===== config.mk =====
export PLATFORM = sky130hd
export DESIGN_NAME = pong_frame_ctrl_flat
export DESIGN_NICKNAME = d
export VERILOG_FILES = /design/src/rtl/pong_frame_ctrl_if.sv /design/src/rtl/pong_frame_ctrl.sv /design/src/flat_wrapper.sv
export SDC_FILE = /design/constraint.sdc
export NUM_CORES = 1
export LEC_CHECK = 0
export CAP_MARGIN = 20
export CORE_UTILIZATION = 34
export CTS_CLUSTER_DIAMETER = 40
export DETAILED_ROUTE_END_ITERATION = 16
export PLACE_DENSITY = 0.59
export SYNTH_ARGS = -nofsm -noshare
export SYNTH_HDL_FRONTEND = slang
export SYNTH_SLANG_ARGS = --single-unit

===== constraint.sdc =====
create_clock -name clk -period 6.4 [get_ports clk]
set_input_delay 0.64 -clock clk [delete_from_list [all_inputs] [get_ports clk]]
set_output_delay 0.64 -clock clk [all_outputs]
set_load 0.005 [all_outputs]

===== src/rtl/pong_frame_ctrl_if.sv =====
// rtl/pong_frame_ctrl_if.sv - Pong frame controller bundle: frame tick, buttons in; object positions, scores, status out
interface pong_frame_ctrl_if;
  logic       frame_tick;
  logic       serve;
  logic       l_up;
  logic       l_dn;
  logic       r_up;
  logic       r_dn;
  logic [9:0] ball_x;
  logic [9:0] ball_y;
  logic [9:0] pad_l_y;
  logic [9:0] pad_r_y;
  logic [3:0] score_l;
  logic [3:0] score_r;
  logic       game_over;
  logic       busy;

  modport master (
    output frame_tick, serve, l_up, l_dn, r_up, r_dn,
    input  ball_x, ball_y, pad_l_y, pad_r_y, score_l, score_r, game_over, busy
  );

  modport slave (
    input  frame_tick, serve, l_up, l_dn, r_up, r_dn,
    output ball_x, ball_y, pad_l_y, pad_r_y, score_l, score_r, game_over, busy
  );
endinterface


===== src/rtl/pong_frame_ctrl.sv =====
// rtl/pong_frame_ctrl.sv - Pong per-frame scheduler: paddle, ball, resolve sequence plus serve/play/over flow
// Optional macro PONG_SPEEDUP_EN: per-rally ball speed that grows on each paddle hit.
module pong_frame_ctrl #(
  parameter int H_RES      = 640,
  parameter int V_RES      = 480,
  parameter int BALL_SZ    = 8,
  parameter int PAD_H      = 64,
  parameter int PAD_W      = 8,
  parameter int PAD_X_L    = 16,
  parameter int PAD_X_R    = 616,
  parameter int PAD_SPEED  = 4,
  parameter int BALL_SPEED = 2,
  parameter int WIN_SCORE  = 9
) (
  input logic              clk,
  input logic              reset,
  pong_frame_ctrl_if.slave bus
);
  typedef enum logic [1:0] {G_SERVE, G_PLAY, G_OVER} game_t;
  typedef enum logic [1:0] {S_IDLE, S_PAD, S_BALL, S_RESOLVE} seq_t;

  localparam logic [9:0]         CTR_X      = 10'((H_RES - BALL_SZ) / 2);
  localparam logic [9:0]         CTR_Y      = 10'((V_RES - BALL_SZ) / 2);
  localparam logic [9:0]         PAD_Y0     = 10'((V_RES - PAD_H) / 2);
  localparam logic signed [10:0] PAD_MAX    = 11'(V_RES - PAD_H);
  localparam logic signed [10:0] PAD_STEP   = 11'(PAD_SPEED);
  localparam logic signed [10:0] BALL_Y_MAX = 11'(V_RES - BALL_SZ);
  localparam logic signed [10:0] HIT_L      = 11'(PAD_X_L + PAD_W);
  localparam logic signed [10:0] HIT_R      = 11'(PAD_X_R - BALL_SZ);
  localparam logic signed [10:0] MISS_R     = 11'(H_RES - BALL_SZ);
  localparam logic [10:0]        BALL_SZ_U  = 11'(BALL_SZ);
  localparam logic [10:0]        PAD_H_U    = 11'(PAD_H);
  localparam logic [3:0]         WIN        = 4'(WIN_SCORE);

  game_t              game;
  seq_t               seq;
  logic               dx;
  logic               dy;
  logic               serve_q;
  logic signed [10:0] nx_q;
  logic [9:0]         ball_x, ball_y, pad_l_y, pad_r_y;
  logic [3:0]         score_l, score_r;
  logic               game_over, busy;
  logic signed [10:0] spd;

`ifdef PONG_SPEEDUP_EN
  localparam logic [2:0] SPD0    = 3'(BALL_SPEED);
  localparam logic [2:0] SPD_MAX = 3'd6;
  logic [2:0] speed;
  assign spd = signed'({8'd0, speed});
`else
  assign spd = 11'(BALL_SPEED);
`endif

  assign bus.ball_x    = ball_x;
  assign bus.ball_y    = ball_y;
  assign bus.pad_l_y   = pad_l_y;
  assign bus.pad_r_y   = pad_r_y;
  assign bus.score_l   = score_l;
  assign bus.score_r   = score_r;
  assign bus.game_over = game_over;
  assign bus.busy      = busy;

  function automatic logic [9:0] pad_step(input logic [9:0] y, input logic up, input logic dn);
    logic signed [10:0] t;
    t = signed'({1'b0, y});
    if (up && !dn)
      t = t - PAD_STEP;
    else if (dn && !up)
      t = t + PAD_STEP;
    if (t < 11'sd0)
      t = 11'sd0;
    else if (t > PAD_MAX)
      t = PAD_MAX;
    return t[9:0];
  endfunction

  logic signed [10:0] bx_s, by_s, nx_c, ny_c;
  logic [9:0]         ny_new;
  logic               ny_flip;
  logic               ovl_l, ovl_r, hit_l, hit_r, miss_l, miss_r;
  logic [3:0]         score_l_inc, score_r_inc;

  always_comb begin
    bx_s    = signed'({1'b0, ball_x});
    by_s    = signed'({1'b0, ball_y});
    nx_c    = dx ? bx_s + spd : bx_s - spd;
    ny_c    = dy ? by_s + spd : by_s - spd;
    ny_new  = ny_c[9:0];
    ny_flip = 1'b0;
    if (ny_c < 11'sd0) begin
      ny_new  = 10'd0;
      ny_flip = 1'b1;
    end else if (ny_c > BALL_Y_MAX) begin
      ny_new  = BALL_Y_MAX[9:0];
      ny_flip = 1'b1;
    end
    // ball_y already holds this frame's wall-clamped y by the time RESOLVE reads it
    ovl_l = ({1'b0, ball_y} + BALL_SZ_U > {1'b0, pad_l_y}) && ({1'b0, ball_y} < {1'b0, pad_l_y} + PAD_H_U);
    ovl_r = ({1'b0, ball_y} + BALL_SZ_U > {1'b0, pad_r_y}) && ({1'b0, ball_y} < {1'b0, pad_r_y} + PAD_H_U);
    hit_l  = !dx && (nx_q <= HIT_L) && ovl_l;
    hit_r  = dx && (nx_q >= HIT_R) && ovl_r;
    miss_l = nx_q <= 11'sd0;
    miss_r = nx_q >= MISS_R;
    score_l_inc = (score_l < WIN) ? score_l + 4'd1 : score_l;
    score_r_inc = (score_r < WIN) ? score_r + 4'd1 : score_r;
  end

  always_ff @(posedge clk or posedge reset) begin
    if (reset) begin
      game      <= G_SERVE;
      seq       <= S_IDLE;
      dx        <= 1'b1;
      dy        <= 1'b1;
      serve_q   <= 1'b0;
      nx_q      <= '0;
      ball_x    <= CTR_X;
      ball_y    <= CTR_Y;
      pad_l_y   <= PAD_Y0;
      pad_r_y   <= PAD_Y0;
      score_l   <= 4'd0;
      score_r   <= 4'd0;
      game_over <= 1'b0;
      busy      <= 1'b0;
`ifdef PONG_SPEEDUP_EN
      speed     <= SPD0;
`endif
    end else begin
      case (seq)
        S_IDLE: begin
          if (bus.frame_tick) begin
            seq     <= S_PAD;
            busy    <= 1'b1;
            serve_q <= bus.serve;
          end
        end
        S_PAD: begin
          pad_l_y <= pad_step(pad_l_y, bus.l_up, bus.l_dn);
          pad_r_y <= pad_step(pad_r_y, bus.r_up, bus.r_dn);
          seq     <= S_BALL;
        end
        S_BALL: begin
          if (game == G_PLAY) begin
            ball_y <= ny_new;
            dy     <= dy ^ ny_flip;
            nx_q   <= nx_c;
          end
          seq <= S_RESOLVE;
        end
        S_RESOLVE: begin
          seq  <= S_IDLE;
          busy <= 1'b0;
          case (game)
            // a serve only changes state here, so the ball first moves on the following tick
            G_SERVE: begin
              if (serve_q)
                game <= G_PLAY;
            end
            G_OVER: begin
              if (serve_q) begin
                score_l   <= 4'd0;
                score_r   <= 4'd0;
                game_over <= 1'b0;
                game      <= G_SERVE;
`ifdef PONG_SPEEDUP_EN
                speed     <= SPD0;
`endif
              end
            end
            G_PLAY: begin
              if (hit_l || hit_r) begin
                ball_x <= hit_l ? HIT_L[9:0] : HIT_R[9:0];
                dx     <= hit_l;
`ifdef PONG_SPEEDUP_EN
                if (speed < SPD_MAX)
                  speed <= speed + 3'd1;
`endif
              end else if (miss_l || miss_r) begin
                ball_x <= CTR_X;
                ball_y <= CTR_Y;
                dx     <= miss_r;
`ifdef PONG_SPEEDUP_EN
                speed  <= SPD0;
`endif
                if (miss_l)
                  score_r <= score_r_inc;
                else
                  score_l <= score_l_inc;
                if ((miss_l ? score_r_inc : score_l_inc) == WIN) begin
                  game      <= G_OVER;
                  game_over <= 1'b1;
                end else begin
                  game <= G_SERVE;
                end
              end else begin
                ball_x <= nx_q[9:0];
              end
            end
            default: game <= G_SERVE;
          endcase
        end
        default: seq <= S_IDLE;
      endcase
    end
  end
endmodule


===== src/flat_wrapper.sv =====
// flat-port wrapper written by rule: the top's interface ports become plain ports
module pong_frame_ctrl_flat 
#(
  parameter int H_RES      = 640,
  parameter int V_RES      = 480,
  parameter int BALL_SZ    = 8,
  parameter int PAD_H      = 64,
  parameter int PAD_W      = 8,
  parameter int PAD_X_L    = 16,
  parameter int PAD_X_R    = 616,
  parameter int PAD_SPEED  = 4,
  parameter int BALL_SPEED = 2,
  parameter int WIN_SCORE  = 9
)
  (clk, reset, bus_frame_tick, bus_serve, bus_l_up, bus_l_dn, bus_r_up, bus_r_dn, bus_ball_x, bus_ball_y, bus_pad_l_y, bus_pad_r_y, bus_score_l, bus_score_r, bus_game_over, bus_busy);
  pong_frame_ctrl_if bus_i ();
  input logic clk;
  input logic reset;
  input wire logic [$bits(bus_i.frame_tick)-1:0] bus_frame_tick;
  input wire logic [$bits(bus_i.serve)-1:0] bus_serve;
  input wire logic [$bits(bus_i.l_up)-1:0] bus_l_up;
  input wire logic [$bits(bus_i.l_dn)-1:0] bus_l_dn;
  input wire logic [$bits(bus_i.r_up)-1:0] bus_r_up;
  input wire logic [$bits(bus_i.r_dn)-1:0] bus_r_dn;
  output wire logic [$bits(bus_i.ball_x)-1:0] bus_ball_x;
  output wire logic [$bits(bus_i.ball_y)-1:0] bus_ball_y;
  output wire logic [$bits(bus_i.pad_l_y)-1:0] bus_pad_l_y;
  output wire logic [$bits(bus_i.pad_r_y)-1:0] bus_pad_r_y;
  output wire logic [$bits(bus_i.score_l)-1:0] bus_score_l;
  output wire logic [$bits(bus_i.score_r)-1:0] bus_score_r;
  output wire logic [$bits(bus_i.game_over)-1:0] bus_game_over;
  output wire logic [$bits(bus_i.busy)-1:0] bus_busy;
  assign bus_i.frame_tick = bus_frame_tick;
  assign bus_i.serve = bus_serve;
  assign bus_i.l_up = bus_l_up;
  assign bus_i.l_dn = bus_l_dn;
  assign bus_i.r_up = bus_r_up;
  assign bus_i.r_dn = bus_r_dn;
  assign bus_ball_x = bus_i.ball_x;
  assign bus_ball_y = bus_i.ball_y;
  assign bus_pad_l_y = bus_i.pad_l_y;
  assign bus_pad_r_y = bus_i.pad_r_y;
  assign bus_score_l = bus_i.score_l;
  assign bus_score_r = bus_i.score_r;
  assign bus_game_over = bus_i.game_over;
  assign bus_busy = bus_i.busy;
  pong_frame_ctrl #(.H_RES(H_RES), .V_RES(V_RES), .BALL_SZ(BALL_SZ), .PAD_H(PAD_H), .PAD_W(PAD_W), .PAD_X_L(PAD_X_L), .PAD_X_R(PAD_X_R), .PAD_SPEED(PAD_SPEED), .BALL_SPEED(BALL_SPEED), .WIN_SCORE(WIN_SCORE)) u_core (.clk(clk), .reset(reset), .bus(bus_i));
endmodule

After elaboration in Yosys (flattened, before gate mapping)

Cells that the tools add are included.

Bits in registers: 68
Input port bits: 8

Add/sub/neg operators: 13
Magnitude comparators: 16
Equal/unequal tests: 18
Mux-type cells: 53
Bitwise logic cells: 1
Reductions and logical operators: 33

Operator list:

| kind                    | count |
|---|---|
| $mux W10                | 13 |
| $mux W11                | 8 |
| $mux W4                 | 10 |
| $gt A11 B10 Y1 const B  | 3 |
| $lt A11 B1 Y1 const B   | 3 |
| $add A10 B2 Y11 const B | 2 |
| $add A10 B3 Y11 const B | 2 |
| $add A10 B7 Y11 const B | 2 |
| $ge A11 B11 Y1 const B  | 2 |
| $gt A11 B10 Y1          | 2 |
| $lt A10 B11 Y1          | 2 |
| $sub A10 B2 Y11 const B | 2 |
| $sub A10 B3 Y11 const B | 2 |
| $pmux W10 S2            | 1 |
| $reduce_and A6 Y1       | 3 |
| $pmux W4 S2             | 2 |
| $mux W2                 | 6 |
| $ne A2 B1 Y1 const B    | 6 |
| $ne A2 B2 Y1 const B    | 6 |
| $add A10 B4 Y11 const B | 1 |
| $le A11 B1 Y1 const B   | 1 |
| $le A11 B6 Y1 const B   | 1 |
| $logic_and A1 B1 Y1     | 10 |
| $reduce_and A5 Y1       | 2 |
| other kinds (16)        | 42 |

Logic depth before layout (Yosys ltp)

Gate-level depths: netlist (run 1).

Depth after elaboration: 8
Depth in mapped cells: 13
Depth with buffers taken out: 12

Least setup slack after synthesis (run 1)

No wires, ideal clock.

Path type: register to register
Start point: register u_core.ball_y[3], in the netlist u_core.bus.ball_y[3]
End point: register u_core.score_l[0], in the netlist u_core.bus.score_l[0]
Setup time: 104 ps
Data arrival time: 2,835 ps
Data required time: 6,296 ps
Slack: 3,461 ps
Cell stages (with the launch flop): 14
Buffers on the path: 1
Cells stage by stage: dfstp_2 > ha_1 > nand3_1 > nor2_1 > xor2_1 > ha_1 > a211oi_1 > o21ai_0 > o211a_1 > o221ai_2 > buf_6 > and3_4 > nand2_1 > o311ai_1

Longest elaborated chain between the ends: 7
Elaborated cells on any way between the ends: 12

RTL lines:

| element                                | RTL line                                       | text |
|---|---|---|
| from (decl)                            | pong_frame_ctrl.sv:41                          | `logic [9:0] ball_x, ball_y, pad_l_y, pad_r_y;` |
| from (signal assigned)                 | pong_frame_ctrl.sv:144                         | `ball_y <= ny_new;` |
| $add A10 B4 Y11                        | pong_frame_ctrl.sv:99, pong_frame_ctrl.sv:100  |  |
| $gt A11 B10 Y1 (on tied branches)      | pong_frame_ctrl.sv:99, pong_frame_ctrl.sv:100  |  |
| $logic_and A1 B1 Y1 (on tied branches) | pong_frame_ctrl.sv:99, pong_frame_ctrl.sv:100  |  |
| $logic_and A1 B1 Y1 (on tied branches) | pong_frame_ctrl.sv:101, pong_frame_ctrl.sv:102 |  |
| $logic_or A1 B1 Y1 *                   | pong_frame_ctrl.sv:171                         | `if (hit_l \|\| hit_r) begin` |
| $ne A2 B2 Y1 (no line) *               | n/a                                            |  |
| $reduce_and A6 Y1 (no line) *          | n/a                                            |  |
| to (signal assigned)                   | pong_frame_ctrl.sv:188                         | `score_l <= score_l_inc;` |
| to (decl)                              | pong_frame_ctrl.sv:42                          | `logic [3:0] score_l, score_r;` |

Every way passes the cells marked *; elsewhere a longest branch is shown, timed or not.
A chain may end at the register's enable or synchronous reset.

Worst setup path after layout (run 1)

Start point: register u_core.ball_y[3], in the netlist u_core.bus.ball_y[3]
End point: register u_core.score_l[1], in the netlist u_core.bus.score_l[1]

The elaborated chain is that of the path after synthesis.

==> run_results.csv, run 1 <==
group,metric,value,unit
route,drt-initial-drc-count,302,
sta,maxSlewViolCount,0,
floorplan,core_area,0.0154,sq mm
cts,htree_levels,3,
route,top_layer,"met4",
synth,ys.flop_type,"dfrtp_1",
worst_setup_path,crit_path_top_delay_cell,"dfstp_2",
synth,yosys.area_share.simple,18.7,%
sta,clock_skew,0.00933,ns
route,wl_met2,6820,um
hold_path,hp-class,"reg -> reg",
worst_setup_path,crit_path_cell_trace,"ha_1, nand3_1, nor2_1, xor2_1, ha_1, a211oi_1, o21ai_0, o211a_1, o221ai_2, and3_4, nand2_1, o311ai_1",
route,postRouteAntennaNets,0,
floorplan,io_pins,58,
cts,clock_latency,0.34,ns
grt,grt_pass1_wl,23400,um
synth,synth_edf_count,0,
route,vias,4887,
placement,post-place-ws,2.88,ns
synth,async_reset_ff_share,100,%
placement,hpwl,10500,um
sta,relSlewSlack,36.4,%
run_status,status,"complete, no violations",
floorplan,die_w,129,um
synth,synth_fa_ha_area_share,15.8,%
grt,antenna_found_initial,0,
synth,synthCells,626,
worst_setup_path,cp.buffers_inverters,0,
synth,syn_area,0.00547,sq mm
worst_setup_path,path_class,"reg -> reg",
sta,post-route-worst-setup-slack,2.84,ns
sta,worstMarginPinSlew,0.952,ns
worst_setup_path,cp_common_cell,"ha_1",
route,drt-vias-per-instance,5.50,
grt,grt_overflow,0,
sta,min_period,3.56,ns
final_layout,drive_above_1_share,9.01,%
final_layout,fillCellCount,1564,
sta,finalSetupTns,0,ns
cts,cts_tree,"yes",
pwr,p_leak,2.78,nW
cts,clock_path_buffers,2,
floorplan,die_h,129,um
worst_setup_path,cp.arrival,3.79,ns
route,routedWlPerCell,15.8,um
cts,numCtsBuffers,9,
worst_setup_path,cp_slowest_stage_delay,0.61,ns
route,drc_errors,0,
synth,synth_top_family_by_area,"compound AO/OA/AOI/OAI gates",
synth,ys_ff_latch,63,
pwr,power.density,600,mW/mm^2
sta,clock.fmax,281,MHz
grt,grt_pass1_vias,4764,
floorplan,start_util,35.4,%
cts,path_clk_slew,0.05,ns
final_layout,final_cell_mix,"70 x nand2_1, 66 x ha_1, 52 x clkdlybuf4s50_1, 46 x inv_1, 45 x dfrtp_1",
worst_setup_path,cp_data_required_time,6.63,ns
sta,hold_viol_final,0,
sta,fin_crit_sh,55.6,%
placement,portBuffers,52,
worst_setup_path,cpLargestDelayFamily,"compound AO/OA/AOI/OAI gates",
job,maxCapViolCount,0,
synth,synth.distinct_cells,84,
final_layout,final_common_cell,"nand2_1",
route,wl_met1,6420,um
synth,synth_xor_area_share,5.93,%
cts,cts_hold_buf,0,
cts,post_cts_resized,0,
synth,muxShareOfSynthArea,1.17,%
worst_setup_path,r2r_setup_slack,2.84,ns
synth,avgSynthCellArea,8.73,sq um
worst_setup_path,worst_setup_path_start_kind,"flop",
final_layout,area_growth,18.0,%
placement,place_congestion,0.850,
route,routed_wl,14000,um
worst_setup_path,worst_setup_path_end_kind,"flop",
route,dr_wl_met3,589,um
floorplan,placementRows,45,
cts,root_buffer,"clkbuf_16",
route,drt_pass1_iterations,5,
synth,yosysWarnings,0,
floorplan,die_area,0.0166,sq mm
cts,cts_setup_buffers,0,
cts,clock_sinks,63,
worst_setup_path,path_max_fanout,12,
sta,rsz0062_at_grt,"no",
grt,grt_max_degree,64,
synth,synth_compound_area_share,23.6,%
pwr,vdd_drop_max,0.294,mV
sta,setup_viol,0,
grt,grt.total_usage,17.8,%
synth,yosysSeqAreaShare,29.2,%
final_layout,antenna_cells,0,
final_layout,nets,748,
## report_power, final
group,leakage [nW],internal [W],switching (W)
Clock,0.136,0.000301,0.000186
Sequential,0.741,0.000612,0.000266
Combinational,1.90,0.00114,0.00136
Total,2.78,0.00205,0.00182
## cell type report
class | count | area (sq um) | share of cell area [%]
clock buffer | 11 | 233 | 3.61
clock inverter | 5 | 58.8 | 0.911
inverter | 47 | 176 | 2.73
multi-input combinational | 497 | 3590 | 55.6
sequential | 63 | 1600 | 24.8
tap | 211 | 264 | 4.09
timing repair buffer | 54 | 536 | 8.30
## cell families after synthesis
family | Yosys count
other | 1
AO/OA/AOI/OAI | 180
flip-flops | 63
AND/OR/NAND/NOR | 201
multiplexers | 6
adder cells (fa/ha/maj) | 68
buffers and inverters | 70
XOR/XNOR | 37
## cell usage after synthesis (3+ instances only)
master / count / area (sq um)
mux2i_1: 3 / 30.0
xnor2_1: 29 / 254
nor4b_1: 3 / 26.3
or3_1: 4 / 25.0
nor3b_1: 4 / 30.0
and3_1: 6 / 37.5
nand3_1: 16 / 80.1
a21oi_1: 30 / 150
a31oi_1: 7 / 43.8
nor4_1: 3 / 18.8
a211oi_1: 5 / 37.5
a32o_1: 4 / 40.0
a22oi_1: 6 / 45.0
nand2b_1: 13 / 81.3
inv_1: 47 / 176
o211ai_1: 5 / 37.5
nor3_1: 11 / 55.1
nor2b_1: 4 / 25.0
o41ai_1: 3 / 26.3
a21o_1: 9 / 67.6
o2bb2ai_1: 4 / 35.0
o21bai_1: 3 / 22.5
xor2_1: 8 / 70.1
a31o_2: 3 / 26.3
ha_1: 66 / 826
o22ai_1: 16 / 100
clkbuf_1: 10 / 37.5
o31ai_1: 4 / 30.0
buf_4: 6 / 45.0
buf_2: 4 / 20.0
nor2_1: 38 / 143
a211o_1: 3 / 26.3
nand4b_1: 3 / 26.3
dfrtp_1: 45 / 1130
mux2_2: 3 / 33.8
o311ai_1: 8 / 70.1
o21ai_0: 38 / 190
nand2_1: 70 / 263
nand4_1: 7 / 43.8
and2_1: 3 / 18.8
dfstp_2: 18 / 473
## path summary, 6_finish.rpt
kind                                         endpoint            startpoint  depth (start not counted)
min in group asynchronous       u_core.bus.score_r[2]                 reset                          3
max in group asynchronous              u_core.nx_q[1]                 reset                          3
worst min-delay path             u_core.bus.ball_x[3]  u_core.bus.ball_x[3]                          2
worst max register to register  u_core.bus.score_l[1]  u_core.bus.ball_y[3]                         12
worst min register to register   u_core.bus.ball_x[3]  u_core.bus.ball_x[3]                          2
worst max-delay path            u_core.bus.score_l[1]  u_core.bus.ball_y[3]                         12
## layer usage
metal  vias to the layer above  track usage, %
li1                       2386               -
met1                      2379            22.3
met2                       103            30.3
met3                        19            3.99
met4                         0            5.54
met5                         -               0
## worst min-delay path: cells and delay by family (launching register included)
| family | cells | cell delay [ns] |
|---|---|---|
| flip-flops | 1 | 0.38 |
| AND/OR/NAND/NOR | 1 | 0.05 |
| AO/OA/AOI/OAI | 1 | 0.05 |
## through the flow
step	hold slack [ns]	area (sq um)	power [W]	util, %	cells
floorplan	0.462	5480	0.00266	-	630
global placement	0.466	6160	0.00330	39.9	872
detailed placement	0.470	6160	0.00338	39.9	872
CTS	0.482	6450	0.00389	41.8	888
global route	0.495	6450	0.00425	41.8	888
finish	0.477	6450	0.00387	41.8	888
## sequential cells by signal (all words and copies together), names as in the netlist, 4 cells and up
signal,flops
u_core.bus.score_r,4
u_core.bus.pad_r_y,8
u_core.bus.pad_l_y,8
u_core.nx_q,11
u_core.bus.score_l,4
u_core.bus.ball_y,9
u_core.bus.ball_x,10
Power figures use the tool's default switching activity.
==> run 2, diff against run 1 <==
==> constraint.sdc (replaced) <==
create_clock -name clk -period 3.6 [get_ports clk]
set_input_delay 0.36 -clock clk [delete_from_list [all_inputs] [get_ports clk]]
set_output_delay 0.36 -clock clk [all_outputs]
set_load 0.005 [all_outputs]
==> run 2 against run 1 <==
  * Register-to-register slack lost 2.6 ns
  * Combinational power grew 85%
  * Fmax grew 5.3%
  * Global-route usage grew 0.62 points
  * Critical endpoint is now u_core.bus.ball_x[7]
  * Highest routed layer unchanged
==> run_results.csv, run 2 (synthesis gave the netlist of run 1 again) <==
group,metric,value,unit
run_status,status,"complete, no violations",
floorplan,die_h,129,um
route,vias,4960,
grt,grt_pass1_wl,24200,um
worst_setup_path,cp.arrival,3.66,ns
pwr,p_seq_share,21.5,%
pwr,internal_power,0.00379,W
route,drt_pass1_iterations,6,
floorplan,start_util,35.4,%
placement,portBuffers,52,
route,routedWlPerCell,16.2,um
floorplan,io_pins,58,
route,drt-vias-per-instance,5.52,
final_layout,reg_top3,"u_core.nx_q (11), u_core.bus.ball_x (10), u_core.bus.ball_y (9)",
final_layout,final_cell_mix,"70 x nand2_1, 66 x ha_1, 52 x clkdlybuf4s50_1, 46 x inv_1, 45 x dfrtp_1",
final_layout,area_growth,20.1,%
placement,hpwl,10900,um
final_layout,final_util,42.6,%
floorplan,die_w,129,um
pwr,totalPowerFinal,0.00712,W
route,postRouteAntennaNets,0,
pwr,net-switching-power,0.00333,W
cts,clock_path_buffers,2,
worst_setup_path,path_max_fanout,9,
final_layout,seqCellArea,0.00160,sq mm
pwr,comb_power_share,65.0,%
route,drc_errors,0,
pwr,power.density,1080,mW/mm^2
floorplan,die_area,0.0166,sq mm
worst_setup_path,path_class,"reg -> reg",
sta,maxSlewViolCount,0,
cts,clock_sinks,63,
final_layout,largest-register,"u_core.nx_q",
floorplan,core_area,0.0154,sq mm
grt,grt_overflow,0,
sta,setup_viol,0,
sta,hold_ws,0.480,ns
final_layout,largest_reg_flops,11,
grt,grt_pass1_vias,4924,
cts,cts_tree,"yes",
final_layout,final_area,0.00657,sq mm
cts,clock_latency,0.34,ns
hold_path,hp-class,"in -> async",
sta,min_period,3.38,ns
cts,htree_levels,3,
pwr,pwr-share-clk,13.5,%
sta,clock.fmax,296,MHz
placement,place_congestion,0.856,
cts,cts_hold_buf,0,
sta,relSlewSlack,48.3,%
placement,post-place-ws,0.119,ns
route,routed_wl,14500,um
cts,numCtsBuffers,9,
pwr,vdd_drop_max,0.581,mV
floorplan,placementRows,45,
sta,clock_skew,0.00774,ns
pwr,swShare,46.7,%
grt,antenna_found_initial,0,
pwr,p_leak,2.85,nW
placement,place_area,0.00623,sq mm
final_layout,fillCellCount,1544,
job,maxCapViolCount,0,
route,drt-initial-drc-count,192,
worst_setup_path,worst_setup_path_end_kind,"flop",
grt,grt_max_degree,36,
cts,path_clk_slew,0.06,ns
sta,hold_viol_final,0,
final_layout,multi_input_area,0.00360,sq mm
cts,root_buffer,"clkbuf_16",
sta,worstMarginPinSlew,0.774,ns
sta,fin_crit_sh,93.9,%
final_layout,nets,758,
worst_setup_path,cp_data_required_time,3.87,ns
final_layout,final_common_cell,"nand2_1",
worst_setup_path,worst_setup_path_start_kind,"flop",
final_layout,antenna_cells,0,
grt,grt.total_usage,18.4,%
final_layout,drive_above_1_share,10.6,%
sta,post-route-worst-setup-slack,0.219,ns
[run 2: area by class of cell]
type                       count  area share, %
timing repair buffer          64           9.30
sequential                    63           24.3
multi-input combinational    497           54.8
clock buffer                   9           3.43
inverter                      47           2.69
clock inverter                 7           1.47
tap                          211           4.02
[run 2: critical path, stage by stage (launching register included)]
cell	delay, ns
dfstp_2	0.63
ha_1	0.21
nand3_1	0.13
nor2_1	0.15
xor2_1	0.21
ha_1	0.28
a211oi_1	0.28
o21ai_0	0.17
o211a_1	0.27
o221ai_4	0.23
buf_4	0.20
and2_1	0.32
a32o_1	0.22
[run 2: path summary, 6_finish.rpt]
path	start	endpoint	slack, ns	cells after the start
min in group clk	u_core.bus.ball_x[3]	u_core.bus.ball_x[3]	0.48	2
worst max register to register	u_core.bus.ball_y[3]	u_core.bus.ball_x[7]	0.22	12
worst min register to register	u_core.bus.ball_x[3]	u_core.bus.ball_x[3]	0.48	2
worst min-delay path	reset	u_core.bus.busy	0.48	2
max in group asynchronous	reset	u_core.bus.ball_x[5]	2.34	3
worst max-delay path	u_core.bus.ball_y[3]	u_core.bus.ball_x[7]	0.22	12
[run 2: layer usage]
layer  global-route usage [%]  share of wire (%)  wire, um
met1                     22.7                 45      6520
met2                     32.2                 49      7150
met3                     4.24                4.7       679
met4                     4.50                1.1       165
met5                        0                  0         0
[run 2: timing repair]
action	4_1_cts	5_1_grt
resized for setup	0	1
setup buffers	0	1
endpoints found under the setup margin	0	22
[run 2: power by group through the flow]
stage / Clock (W) / Sequential [W] / Combinational [W]
after floorplan: 0 / 0.00142 / 0.00331
after global placement: 0 / 0.00154 / 0.00440
after detailed placement: 0 / 0.00154 / 0.00454
after CTS: 0.000982 / 0.00153 / 0.00458
after global routing: 0.00101 / 0.00159 / 0.00518
final: 0.000960 / 0.00153 / 0.00462
[run 2: metrics by stage]
stage,std cells,TNS [ns]
2_1_floorplan,630,0
3_3_place_gp,881,0
3_5_place_dp,881,0
4_1_cts,897,0
5_1_grt,898,-0.00305
6_report,898,0
==> run 3, diff against run 2 <==
--- a/config.mk
+++ b/config.mk
@@ -10,6 +10,7 @@
 export CTS_CLUSTER_DIAMETER = 40
 export DETAILED_ROUTE_END_ITERATION = 16
 export PLACE_DENSITY = 0.59
+export SETUP_SLACK_MARGIN = 0.15
 export SYNTH_ARGS = -nofsm -noshare
 export SYNTH_HDL_FRONTEND = slang
 export SYNTH_SLANG_ARGS = --single-unit
==> run 3 against run 2 <==
  * Sequential cell count did not move
  * Sequential power hardly changed
  * Worst setup slack gained 0.16 ns
  * Fmax increased by 5.0%
  * Largest cell class unchanged
  * Clock skew about the same
  * Global-route usage is essentially flat
  * Power up 0.78%
==> run_results.csv, run 3 (synthesis gave the netlist of run 1 again) <==
group,metric,value,unit
placement,hpwl,10900,um
grt,busiest_layer,"met2",
route,drt-initial-drc-count,191,
sta,maxSlewViolCount,0,
worst_setup_path,cp.arrival,3.45,ns
sta,worstMarginPinSlew,0.786,ns
cts,root_buffer,"clkbuf_16",
cts,cts_tree,"yes",
worst_setup_path,worst_setup_path_end_kind,"flop",
floorplan,core_area,0.0154,sq mm
run_status,status,"complete, no violations",
floorplan,placementRows,45,
worst_setup_path,path_max_fanout,6,
grt,antenna_found_initial,0,
grt,grt_pass1_vias,4933,
pwr,net-switching-power,0.00335,W
sta,rsz0062_at_grt,"no",
pwr,p_leak,2.87,nW
final_layout,final_area,0.00661,sq mm
route,routedWlPerCell,16.2,um
hold_path,hp-class,"in -> async",
worst_setup_path,cp-startpoint,"u_core.bus.ball_y[3]",
worst_setup_path,worst_setup_path_start_kind,"flop",
pwr,p_seq_share,21.3,%
grt,grt_overflow,0,
grt,grt_max_degree,36,
placement,place_congestion,0.856,
grt,grt_util_met3,4.28,%
pwr,power.density,1080,mW/mm^2
final_layout,drive_above_1_share,11.4,%
final_layout,area_growth,20.9,%
pwr,swShare,46.7,%
grt,grt_util_met1,22.7,%
cts,clock_latency,0.34,ns
final_layout,largest_reg_flops,11,
route,drc_errors,0,
cts,clock_path_buffers,2,
placement,post-place-ws,0.119,ns
pwr,internal_power,0.00383,W
route,routed_wl,14600,um
sta,clock.fmax,311,MHz
floorplan,die_h,129,um
sta,fin_crit_sh,89.4,%
floorplan,start_util,35.4,%
pwr,comb_power_share,65.3,%
floorplan,die_w,129,um
final_layout,fin_cells,901,
route,drt_pass1_iterations,5,
grt,met2_usage,32.3,%
worst_setup_path,r2r-start,"u_core.bus.ball_y[3]",
sta,hold_viol_final,0,
route,vias,4938,
grt,grt_pass1_wl,24200,um
final_layout,largest-register,"u_core.nx_q",
route,postRouteAntennaNets,0,
final_layout,final_common_cell,"nand2_1",
worst_setup_path,cp_data_required_time,3.83,ns
placement,dpl.cell_count,881,
final_layout,final_cell_mix,"70 x nand2_1, 66 x ha_1, 52 x clkdlybuf4s50_1, 46 x inv_1, 45 x dfrtp_1",
cts,clock_sinks,63,
sta,clock_skew,0.00733,ns
placement,portBuffers,52,
sta,relSlewSlack,47.6,%
route,drt-vias-per-instance,5.48,
pwr,vdd_drop_max,0.582,mV
grt,grt.total_usage,18.4,%
job,maxCapViolCount,0,
sta,finalSetupTns,0,ns
pwr,pwr-share-clk,13.4,%
cts,htree_levels,3,
final_layout,antenna_cells,0,
final_layout,nets,761,
placement,place_area,0.00623,sq mm
sta,post-route-worst-setup-slack,0.381,ns
sta,min_period,3.22,ns
sta,setup_viol,0,
cts,path_clk_slew,0.06,ns
floorplan,die_area,0.0166,sq mm
floorplan,io_pins,58,
cts,cts_hold_buf,0,
worst_setup_path,path_class,"reg -> reg",
final_layout,reg_top3,"u_core.nx_q (11), u_core.bus.ball_x (10), u_core.bus.ball_y (9)",
cts,numCtsBuffers,9,
run 3: changes by cell type in the layout (fill, tap and decap cells not counted), sizes merged:
cell / previous run / this run
buf: 12 / 15
run 3: critical path: stages, from the launching register on:
cell      delay, ns
dfstp_2        0.58
ha_1           0.19
nand3_1        0.12
nor2_1         0.15
xor2_1         0.21
ha_1           0.30
a211oi_2       0.24
o21ai_1        0.12
o211a_1        0.26
o221ai_4       0.26
and3_4         0.27
nand2_1        0.09
o311ai_1       0.31
run 3: through the flow:
stage	utilization, %	total power (W)	hold WS (ns)
floorplan	-	0.00473	0.462
global placement	40.4	0.00593	0.474
detailed placement	40.4	0.00608	0.478
CTS	42.5	0.00711	0.486
global route	42.9	0.00783	0.505
finish	42.9	0.00717	0.477
run 3: power by group through the flow:
stage | sequential [W] | clock, W | combinational [W]
2_1_floorplan | 0.00142 | 0 | 0.00331
3_3_place_gp | 0.00154 | 0 | 0.00440
3_5_place_dp | 0.00154 | 0 | 0.00454
4_1_cts | 0.00153 | 0.000982 | 0.00460
5_1_grt | 0.00158 | 0.00101 | 0.00525
6_report | 0.00153 | 0.000962 | 0.00468
run 3: path summary, 6_finish.rpt:
path | endpoint | slack (ns) | cells after the start
worst max register to register | u_core.bus.score_l[1] | 0.38 | 12
max in group asynchronous | u_core.bus.ball_x[5] | 2.34 | 3
worst max-delay path | u_core.bus.score_l[1] | 0.38 | 12
min in group clk | u_core.bus.ball_x[3] | 0.48 | 2
worst min-delay path | u_core.bus.busy | 0.48 | 2
worst min register to register | u_core.bus.ball_x[3] | 0.48 | 2
run 3: area by class of cell:
cell class / count / area [sq um]
fillers: 1545 / 8820
flip-flops and latches: 63 / 1600
clock buffers: 9 / 225
repair buffers: 67 / 633
well taps: 211 / 264
clock inverters: 7 / 96.3
inverters: 47 / 176
multi-input cells: 497 / 3620
run 3: per-layer routing:
metal	vias up	wire, um
met2	130	7180
met1	2378	6550
met3	17	658
met4	0	172
met5	-	0
li1	2413	-
run 3: what timing repair did:
action	CTS	global route
endpoints found under the setup margin	10	27
resized for setup	1	5
pin swaps	0	2
setup buffers	0	4
